`config.mk`:
```
export PLATFORM = sky130hd
export DESIGN_NAME = latch_load_controller
export DESIGN_NICKNAME = d
export VERILOG_FILES = /design/src/rtl/latch_ctrl_pkg.sv /design/src/rtl/cycle_down_counter.sv /design/src/rtl/latch_load_controller.sv
export SDC_FILE = /design/constraint.sdc
export NUM_CORES = 1
export LEC_CHECK = 0
export ABC_CLOCK_PERIOD_IN_PS = 2700
export CAP_MARGIN = 0
export CORE_MARGIN = 2
export CORE_UTILIZATION = 55
export CTS_BUF_LIST = sky130_fd_sc_hd__clkbuf_4
export DETAILED_ROUTE_END_ITERATION = 7
export PLACE_DENSITY = 0.8
export SLEW_MARGIN = 10
export SYNTH_ARGS = -nofsm -noshare
export SYNTH_HDL_FRONTEND = slang
export SYNTH_SLANG_ARGS = --single-unit
```
`constraint.sdc`:
```
create_clock -name clk -period 2.7 [get_ports clk]
set_clock_uncertainty 0.15 [all_clocks]
set_input_delay 0.54 -clock clk [delete_from_list [all_inputs] [get_ports clk]]
set_output_delay 0.54 -clock clk [all_outputs]
set_load 0.05 [all_outputs]
```
`src/rtl/latch_ctrl_pkg.sv`:
```
// Shared definitions for the latch load controller: state encoding, window
// counter width and helpers for converting cycle counts into counter loads.
package latch_ctrl_pkg;

    localparam int COUNT_W = 8;

    localparam logic [1:0] ST_IDLE  = 2'd0;
    localparam logic [1:0] ST_SETUP = 2'd1;
    localparam logic [1:0] ST_PULSE = 2'd2;
    localparam logic [1:0] ST_HOLD  = 2'd3;

    typedef enum logic [1:0] {
        IDLE  = ST_IDLE,
        SETUP = ST_SETUP,
        PULSE = ST_PULSE,
        HOLD  = ST_HOLD
    } state_t;

    // The counter runs down to zero inclusive, so an N-cycle window loads N-1.
    function automatic logic [COUNT_W-1:0] window_load(input int cycles);
        return COUNT_W'(cycles - 1);
    endfunction

    function automatic bit cycles_legal(input int cycles);
        return (cycles >= 1) && (cycles <= 255);
    endfunction

endpackage

```
`src/rtl/cycle_down_counter.sv`:
```
// Loadable down-counter shared by the setup, pulse and hold windows.
// Stops at zero instead of wrapping.
module cycle_down_counter
    import latch_ctrl_pkg::*;
(
    input  logic               clk,
    input  logic               rst,
    input  logic               load,
    input  logic [COUNT_W-1:0] load_value,
    input  logic               en,
    output logic               zero
);

    logic [COUNT_W-1:0] count_reg;
    logic [COUNT_W-1:0] count_next;

    always_comb begin
        count_next = count_reg;
        if (load) begin
            count_next = load_value;
        end else if (en && (count_reg != '0)) begin
            count_next = count_reg - COUNT_W'(1);
        end
    end

    always_ff @(posedge clk) begin
        if (rst) begin
            count_reg <= '0;
        end else begin
            count_reg <= count_next;
        end
    end

    assign zero = (count_reg == '0);

endmodule

```
`src/rtl/latch_load_controller.sv`:
```
// Drives a transparent latch's D and enable with cycle-counted setup, pulse
// and hold windows, and checks the latch readback at the end of each pulse.
module latch_load_controller
    import latch_ctrl_pkg::*;
#(
    parameter int WIDTH     = 1,
    parameter int SETUP_CYC = 1,
    parameter int PULSE_CYC = 2,
    parameter int HOLD_CYC  = 1
) (
    input  logic             clk,
    input  logic             rst,
    input  logic             in_valid,
    output logic             in_ready,
    input  logic [WIDTH-1:0] in_data,
    output logic [WIDTH-1:0] latch_D,
    output logic             latch_enable,
    input  logic [WIDTH-1:0] latch_Q,
    output logic             busy,
    output logic             done,
    output logic             err
);

    if (WIDTH < 1) begin : g_bad_width
        $error("latch_load_controller: WIDTH must be at least 1");
    end
    if (!cycles_legal(SETUP_CYC)) begin : g_bad_setup
        $error("latch_load_controller: SETUP_CYC out of range 1..255");
    end
    if (!cycles_legal(PULSE_CYC)) begin : g_bad_pulse
        $error("latch_load_controller: PULSE_CYC out of range 1..255");
    end
    if (!cycles_legal(HOLD_CYC)) begin : g_bad_hold
        $error("latch_load_controller: HOLD_CYC out of range 1..255");
    end

    state_t             state_reg;
    state_t             state_next;
    logic [WIDTH-1:0]   data_reg;
    logic [WIDTH-1:0]   data_next;
    logic               enable_reg;
    logic               enable_next;
    logic               done_reg;
    logic               done_next;
    logic               err_reg;
    logic               err_next;

    logic               cnt_load;
    logic [COUNT_W-1:0] cnt_value;
    logic               cnt_en;
    logic               cnt_zero;

    cycle_down_counter u_window_cnt (
        .clk        (clk),
        .rst        (rst),
        .load       (cnt_load),
        .load_value (cnt_value),
        .en         (cnt_en),
        .zero       (cnt_zero)
    );

    // Readiness is gated by rst directly so a word offered during reset is never taken.
    assign in_ready = (state_reg == IDLE) && !rst;

    always_comb begin
        state_next  = state_reg;
        data_next   = data_reg;
        enable_next = enable_reg;
        done_next   = 1'b0;
        err_next    = err_reg;
        cnt_load    = 1'b0;
        cnt_value   = '0;
        cnt_en      = 1'b0;

        case (state_reg)
            IDLE: begin
                enable_next = 1'b0;
                if (in_valid && in_ready) begin
                    data_next  = in_data;
                    state_next = SETUP;
                    cnt_load   = 1'b1;
                    cnt_value  = window_load(SETUP_CYC);
                end
            end
            SETUP: begin
                enable_next = 1'b0;
                if (cnt_zero) begin
                    state_next  = PULSE;
                    enable_next = 1'b1;
                    cnt_load    = 1'b1;
                    cnt_value   = window_load(PULSE_CYC);
                end else begin
                    cnt_en = 1'b1;
                end
            end
            PULSE: begin
                enable_next = 1'b1;
                if (cnt_zero) begin
                    // Q is sampled on the same edge that drops enable, while the latch is still transparent.
                    if (latch_Q != data_reg) begin
                        err_next = 1'b1;
                    end
                    state_next  = HOLD;
                    enable_next = 1'b0;
                    cnt_load    = 1'b1;
                    cnt_value   = window_load(HOLD_CYC);
                end else begin
                    cnt_en = 1'b1;
                end
            end
            HOLD: begin
                enable_next = 1'b0;
                if (cnt_zero) begin
                    state_next = IDLE;
                    done_next  = 1'b1;
                end else begin
                    cnt_en = 1'b1;
                end
            end
            default: begin
                state_next  = IDLE;
                enable_next = 1'b0;
            end
        endcase
    end

    always_ff @(posedge clk) begin
        if (rst) begin
            state_reg  <= IDLE;
            data_reg   <= '0;
            enable_reg <= 1'b0;
            done_reg   <= 1'b0;
            err_reg    <= 1'b0;
        end else begin
            state_reg  <= state_next;
            data_reg   <= data_next;
            enable_reg <= enable_next;
            done_reg   <= done_next;
            err_reg    <= err_next;
        end
    end

    assign latch_D      = data_reg;
    assign latch_enable = enable_reg;
    assign busy         = (state_reg != IDLE);
    assign done         = done_reg;
    assign err          = err_reg;

endmodule
```
### Word-level counts from Yosys, hierarchy flattened

Cells that the tools add are included.

* bits of input ports: 5
* register bits: 14
* word-level logic and storage cells: 47
* output and inout bits: 6

* multiplexer cells: 15
* reductions and logical operators: 16
* equality and inequality tests: 8
* $add $sub $neg: 1
* bitwise gates (word level): 1

Operators with widths (count)
* 8-bit two-way mux: 2
* 8-bit zero test: 1
* 2-bit two-way mux: 4
* 2-bit case mux with 4 select lines: 1
* 8-bit nonzero test: 1
* 8-bit by 1-bit subtractor with 8-bit output, second input constant: 1
* 1-bit two-way mux: 6
* 2-bit inequality test, second input constant: 3
* 2-bit OR reduction: 3
* 2-bit == test, second input constant: 2
* 4-bit AND reduction: 1
* 2-bit nonzero test: 2
* 1-bit logical AND: 3
* 1-bit case mux with 3 select lines: 1
* 3-bit AND reduction: 1
* 3-bit OR reduction: 1
* 2-bit by 1-bit == test with 1-bit output, second input constant: 1
* 2-bit zero test: 1
* 2-bit by 1-bit inequality test with 1-bit output, second input constant: 1
* 1-bit case mux with 2 select lines: 1
* 2-bit AND reduction: 1
* 1-bit zero test: 1
* 1-bit inequality test: 1
* 1-bit inverter: 1

### Depth between registers and ports, before layout

Gate-level depths: netlist (run 1).

* word-level depth: 6
* gate-level depth with buffers: 7
* gate-level depth less buffers: 6

### Hierarchy

From an unflattened synthesis (run 1), not the netlist that was laid out.

* cells, all modules: 100
* area, all modules: 894.6 µm²

By module, submodules not included
* cycle_down_counter: times used 1, seq. area each 160.2 µm², area each 515.5 µm², cells each 59
* latch_load_controller: times used 1, seq. area each 120.1 µm², area each 379.1 µm², cells each 41

### Worst setup path after synthesis (run 1)

No wires, ideal clock.

* kind: register to output
* start: register state_reg[0]
* end: output in_ready
* path slack: 0.428 ns
* buffers on the path: 0
* data required time: 2.010 ns
* arrival time: 1.582 ns
* stages on the path, launching flop included: 5
* cell sequence: dfxtp_1 -> inv_1 -> ha_1 -> inv_1 -> nor2_1

* longest elaborated chain between the ends: 2

Ends and longest elaborated chain
* start: declaration: line latch_load_controller.sv:37 `state_t state_reg;`
* start signal: assignment: line latch_load_controller.sv:135 `state_reg <= state_next;`
* 2-bit zero test: line latch_load_controller.sv:63 `assign in_ready = (state_reg == IDLE) && !rst;`
* 1-bit logical AND: line latch_load_controller.sv:63
* end: declaration: line latch_load_controller.sv:14 `output logic in_ready,`

No other way between the ends.

### Worst setup path in the final report (run 1)

* start: register state_reg[0]
* end: output busy

* longest elaborated chain between the ends: 1

Ends and longest elaborated chain
* 2-bit nonzero test: line latch_load_controller.sv:145 `assign busy = (state_reg != IDLE);`
* end: declaration: line latch_load_controller.sv:19 `output logic busy,`

No other way between the ends.

==> results of run 1 <==
[final timing paths]
| kind | end | slack [ps] | start | cells after the start |
|---|---|---|---|---|
| worst max-delay path | busy | 70 | state_reg[0] | 4 |
| worst min-delay path | err | 320 | err | 2 |
| worst min register to register | err | 320 | err | 2 |
| worst max register to register | u_window_cnt.count_reg[5] | 520 | u_window_cnt.count_reg[0] | 6 |
[worst reg2reg max path, cell delays in order, from the launching register on]
cell and delay, ps:
dfxtp_1 440, inv_1 120, ha_1 230, nor3b_1 150, and2_0 330, or4b_4 560, a21oi_2 150
[metal layers]
layer,global-route usage [%],vias up,routed length [um]
met3,4.255,4,86
met4,10.63,0,32
met5,0,-,0
met2,32.42,24,812
li1,-,360,-
met1,28.95,328,771
[layout by cell type, fill, tap and decap left out, types with 2 or more instances in the layout]
| cell type | n |
|---|---|
| dfxtp_1 | 14 |
| nor2_1 | 9 |
| clkdlybuf4s50_1 | 9 |
| inv_1 | 7 |
| ha_1 | 7 |
| a21oi_1 | 6 |
| nand2b_1 | 4 |
| nand2_1 | 4 |
| or3_1 | 4 |
| xnor2_1 | 3 |
| nand3b_1 | 3 |
| a211oi_1 | 3 |
| clkbuf_4 | 3 |
| nor3b_1 | 2 |
| a31oi_1 | 2 |
| or4_1 | 2 |
| o21ai_0 | 2 |
| xor2_1 | 2 |
| buf_4 | 2 |
[cell families (layout without fill, tap and decap cells)]
logic type,Yosys count,count (layout)
AND/OR/NAND/NOR,35,35
AO/OA/AOI/OAI,21,21
flip-flops,14,14
buffers and inverters,10,22
adder cells (fa/ha/maj),7,7
XOR/XNOR,5,5
multiplexers,1,1
[area by class of cell]
class | instances | area [sq um]
Inverter | 7 | 26.28
Timing Repair Buffer | 12 | 125.1
Sequential cell | 14 | 280.3
Fill cell | 115 | 376.6
Tap cell | 15 | 18.77
Multi-Input combinational cell | 69 | 500.5
Clock buffer | 3 | 22.52
[per-stage QoR]
stage	util (%)	instance area [sq um]	hold slack [ps]
2_1_floorplan	-	822.0	303.2
3_3_place_gp	70.44	950.9	303.5
3_5_place_dp	70.44	950.9	310.5
4_1_cts	72.10	973.4	329.7
5_1_grt	72.10	973.4	397.5
6_report	72.10	973.4	320.9
==> results.toml, run 1 <==
[clock_network]
cts_root_buffer = "clkbuf_4"
clkLatencyLatePin_ps = 270
clkSlewWorstSetupHoldPaths_ps = 80
cts_buffer_depth = 2
postCtsHoldBufs = 0
cts.sinks = 14
cts_tree = "yes"
htree_levels = 1
numCtsBuffers = 3
ctsResizeCount = 0
cts_setup_buffers = 0

[synth]
synth_top_area_share_pct = 34.09
synth-compound-area-share_pct = 17.81
synth_top_family_by_area = "simple AND/OR/NAND/NOR gates"
synthXorXnorAreaFrac_pct = 5.327
synth-seq-cells = 14
syn_area_sq_um = 822.0
synth-edff-count = 0
synthMuxAreaShare_pct = 1.218
synth.distinct_cells = 34
yosys.cell_count.top_type = "dfxtp_1"
ys.flop_type = "dfxtp_1"
synthArstFlopShare_pct = 0
ys_seq_area_share_pct = 34.09
syn_area_per_cell_sq_um = 8.839
syn_inst = 93
synth-adder-area-share_pct = 10.65
yosysWarnings = 0
synth_area_leaders = "dfxtp_1, ha_1, nor2_1"
synth_nets = 105
yosys.area_share.simple_pct = 25.88
synth_top_cell_by_area = "dfxtp_1"
synth_top_cells_by_count = "dfxtp_1, nor2_1, ha_1, inv_1, a21oi_1"

[run]
cap_violations = 0

[worst_setup_path]
path_cells = "inv_1 -> ha_1 -> inv_1 -> clkdlybuf4s50_1"
cp.arrival_ps = 1940
slowest_stage = "clkdlybuf4s50_1"
worst-setup-path-type = "register to output port"
critPathBufInv = 3
slowest_delay_ps = 800
worstPathRequired_ps = 2010
cp_top_family = "buffers and inverters"
cp-end-kind = "output port"
crit_top_cell = "inv_1"
critical_path.max_fanout = 4
start_kind = "register"

[route]
routed_via_density = 5.967
initialDrtViolationCount = 20
drt_pass1_iterations = 4
wl_per_cell_um = 14.19
routed_wl_um = 1703
vias = 716
antenna_left = 0
drc = 0

[floorplan]
fp.coreArea_sq_mm = 0.001350
std_cell_rows = 13
die-width_um = 42.66
io_pins = 11
die_y_um = 42.66
start_util_pct = 60.89
dieArea_sq_mm = 0.001820

[finish]
drive_gt1_share_pct = 10.48
largest_register_ffs = 8
n_antenna_cell = 0
finalNetCount = 119
area_growth_pct = 18.42
stdcell_count = 120

[global_route]
track_usage_pct = 21.50
grt_first_pass_wirelength_um = 3008
antenna_found_initial = 0
grt_pass1_vias = 693
grt_max_degree = 13
grt_overflow_total = 0

[place]
pre_cts_ws_ps = 383.4
portBuffers = 10
place_congestion = 0.7895
numPlacedInstances = 117
dpl.hpwl_um = 1287

[timing]
finalSetupTns_ps = 0
hold_violations = 0
clock.fmax_mhz = 380.1
rsz0062_at_grt = "no"
fin_crit_ps = 2631
drv_slew = 0
finalCritPeriodShare_pct = 97.43
relSlewSlack_pct = 65.93
worst_slack_ps = 69.34
final-setup-viol-count = 0
worstMarginPinSlew_ps = 510.7

[status]
outcome = "finished clean"

[min_path]
worstHoldPathType = "register to register"
Power of run 1 is not shown: default switching activity piles up to over one toggle a cycle in this logic, so the estimate is an artifact.
==> run 2: changes to the inputs <==
ABC_CLOCK_PERIOD_IN_PS = 2900   (was 2700)
clock period = 2.9 ns   (was 2.7 ns; I/O delays follow)
==> results.toml, run 2 (synthesized netlist as in run 1, its figures left out) <==
[worst_setup_path]
start_kind = "register"
critical_path_depth = 4
r2r_cells = 7
crit_start = "state_reg[0]"
cp_top_family = "buffers and inverters"
slowest_stage = "clkdlybuf4s50_1"
worst-setup-path-type = "register to output port"
reg2reg_to = "u_window_cnt.count_reg[5]"
rrSetupSlack_ps = 630
crit_end = "busy"
critPathBufInv = 3
slowest_delay_ps = 810
worstPathRequired_ps = 2170
r2r_start = "u_window_cnt.count_reg[0]"
cp.arrival_ps = 1920
cp-end-kind = "output port"
critical_path.max_fanout = 4
path_cells = "inv_1 -> ha_1 -> inv_1 -> clkdlybuf4s50_1"
crit_top_cell = "inv_1"

[clock_network]
cts_root_buffer = "clkbuf_4"
clkSlewWorstSetupHoldPaths_ps = 80
cts_setup_buffers = 0
numCtsBuffers = 3
htree_levels = 1
cts_buffer_depth = 2
postCtsHoldBufs = 0
cts.sinks = 14
ctsResizeCount = 0
cts_tree = "yes"
clkLatencyLatePin_ps = 280

[global_route]
grt_overflow_total = 0
grt_pass1_vias = 612
grt_max_degree = 13
track_usage_pct = 19.86
antenna_found_initial = 0
grt_first_pass_wirelength_um = 2787

[timing]
fin_crit_ps = 2650
rsz0062_at_grt = "no"
hold_violations = 0
drv_slew = 0
finalSetupTns_ps = 0
clock.fmax_mhz = 377.4
final-setup-viol-count = 0
worstMarginPinSlew_ps = 494.3
finalCritPeriodShare_pct = 91.37
relSlewSlack_pct = 66.95

[route]
routed_wl_um = 1588
initialDrtViolationCount = 35
drc = 0
vias = 698
routed_via_density = 5.817
wl_per_cell_um = 13.23
antenna_left = 0
drt_pass1_iterations = 4

[floorplan]
io_pins = 11
start_util_pct = 60.89
std_cell_rows = 13
dieArea_sq_mm = 0.001820
die_y_um = 42.66
fp.coreArea_sq_mm = 0.001350
die-width_um = 42.66

[finish]
mostFrequentLayoutCell = "dfxtp_1"
area_growth_pct = 18.42
layout_common_cells = "dfxtp_1, nor2_1, clkdlybuf4s50_1"
finalNetCount = 119
stdcell_count = 120
drive_gt1_share_pct = 10.48
largest_register_ffs = 8
n_antenna_cell = 0
final_area_sq_um = 973.4

[status]
outcome = "finished clean"

[place]
dpl.hpwl_um = 1189
placed_area_sq_um = 950.9
portBuffers = 10
place_congestion = 0.8151
numPlacedInstances = 117

[run]
cap_violations = 0

[min_path]
worstHoldPathType = "register to register"
run 2: cell counts in the layout (fill, tap and decap cells not counted):
Identical to the previous run, type by type.
run 2: area by class of cell:
class / instances / area [sq um]
fill: 114 / 376.6
tap: 15 / 18.77
timing repair buffer: 12 / 125.1
clock buffer: 3 / 22.52
sequential: 14 / 280.3
multi-input combinational: 69 / 500.5
inverter: 7 / 26.28
run 2: worst register-to-register path, delay by kind of cell, from the launching register on:
kind / cells / cell delay (ps)
and+or+nand+nor: 3 / 1020
AOI/OAI and AO/OA: 1 / 140
DFF: 1 / 430
adders and majority gates: 1 / 220
buffers and inverters: 2 / 270
run 2: how the worst min path moves through the flow:
stage | start | endpoint | slack (ps) | cells after the start
4_1_cts | err | err | 340 | 2
2_1_floorplan | u_window_cnt.count_reg[6] | u_window_cnt.count_reg[6] | 300 | 2
3_3_place_gp | u_window_cnt.count_reg[6] | u_window_cnt.count_reg[6] | 320 | 2
5_1_grt | u_window_cnt.count_reg[6] | u_window_cnt.count_reg[6] | 380 | 2
3_5_place_dp | err | err | 320 | 2
6_report | err | err | 320 | 2
run 2: per-stage QoR:
stage | util [%] | hold slack (ps) | worst slack, ps
after floorplan | - | 303.2 | 588.3
after global placement | 70.44 | 318.6 | 593.4
after detailed placement | 70.44 | 317.3 | 545.8
after CTS | 72.10 | 336.9 | 245.3
after global routing | 72.10 | 377.0 | 176.5
final | 72.10 | 321.3 | 250.4
run 2: per-layer routing:
layer	wire (um)	track usage, %	share of wire [%]	vias to the layer above
li1	-	-	-	357
met1	810	30.16	51	323
met2	699	27.27	44	13
met3	53	3.830	3.3	5
met4	26	7.500	1.6	0
met5	0	0	0	-
Power of run 2 is left out for the same reason.
==> run 3: changes to the inputs <==
CORE_UTILIZATION = 45   (was 55)
CTS_CLUSTER_DIAMETER = 80   (was default)
PLACE_DENSITY = 0.67   (was 0.8)
==> results.toml, run 3 (synthesized netlist as in run 1, its figures left out) <==
[route]
vias = 712
routed_via_density = 5.477
drc = 0
drt_pass1_iterations = 4
initialDrtViolationCount = 16
antenna_left = 0
routed_wl_um = 1627
wl_per_cell_um = 12.52

[timing]
final-setup-viol-count = 0
finalCritPeriodShare_pct = 91.60
rsz0062_at_grt = "no"
fin_crit_ps = 2656
hold_violations = 0
clock.fmax_mhz = 376.5
drv_slew = 0
worstMarginPinSlew_ps = 502.3
relSlewSlack_pct = 66.41
finalSetupTns_ps = 0

[finish]
mostFrequentLayoutCell = "dfxtp_1"
n_antenna_cell = 0
largest_register_ffs = 8
layout_common_cells = "dfxtp_1, nor2_1, clkdlybuf4s50_1"
area_growth_pct = 19.94
drive_gt1_share_pct = 10.48
finalNetCount = 119

[worst_setup_path]
worst-setup-path-type = "register to output port"
worstPathRequired_ps = 2170
r2r_start = "u_window_cnt.count_reg[0]"
critical_path.max_fanout = 4
crit_start = "state_reg[0]"
rrSetupSlack_ps = 640
start_kind = "register"
cp-end-kind = "output port"
cp.arrival_ps = 1930

[global_route]
grt_max_degree = 13
track_usage_pct = 17.69
grt_first_pass_wirelength_um = 2697
grt_pass1_vias = 653
antenna_found_initial = 0
grt_overflow_total = 0

[clock_network]
clkLatencyLatePin_ps = 290
cts_buffer_depth = 2
cts_root_buffer = "clkbuf_4"
cts_tree = "yes"
cts_setup_buffers = 0
htree_levels = 1
numCtsBuffers = 3
clkSlewWorstSetupHoldPaths_ps = 80
cts.sinks = 14
postCtsHoldBufs = 0
ctsResizeCount = 0

[floorplan]
start_util_pct = 47.61
std_cell_rows = 15
fp.coreArea_sq_mm = 0.001727
dieArea_sq_mm = 0.002185
die-width_um = 46.74
die_y_um = 46.74
io_pins = 11

[place]
portBuffers = 10
place_congestion = 0.7358
dpl.hpwl_um = 1223

[min_path]
worstHoldPathType = "register to register"
hp-start = "err"

[run]
cap_violations = 0

[status]
outcome = "finished clean"
## run 3: cell counts in the layout (fill, tap and decap cells not counted)
Identical to the previous run, type by type.
## run 3: cell type report
class	instances	area (sq um)
tap	25	31.28
inverter	7	26.28
multi-input combinational	69	500.5
sequential	14	280.3
clock buffer	3	22.52
timing repair buffer	12	125.1
fill	168	740.7
## run 3: critical path, stage by stage (launching register included)
cell	delay, ps
dfxtp_1	390
inv_1	110
ha_1	240
inv_1	100
clkdlybuf4s50_1	800
## run 3: final timing paths
check,endpoint,cells after the start
worst max register to register,u_window_cnt.count_reg[5],7
worst min register to register,err,2
worst min-delay path,err,2
worst max-delay path,busy,4
## run 3: metrics by stage
stage / setup slack, ps / cells / area [sq um] / util, % / hold slack (ps)
after detailed placement: 559.1 / 127 / 963.4 / 55.80 / 314.3
after global routing: 157.8 / 130 / 985.9 / 57.10 / 369.3
final: 243.7 / 130 / 985.9 / 57.10 / 339.3
after global placement: 580.4 / 127 / 963.4 / 55.80 / 313.7
after floorplan: 588.3 / 93 / 822.0 / - / 303.2
after CTS: 237.4 / 130 / 985.9 / 57.10 / 339.5
## run 3: layer usage
metal / track usage [%] / wire length (um) / up-vias
li1: - / - / 355
met1: 23.71 / 820 / 338
met2: 26.67 / 710 / 12
met3: 3.462 / 43 / 7
met4: 10.00 / 53 / 0
met5: 0 / 0 / -
Power of run 3 is left out for the same reason.
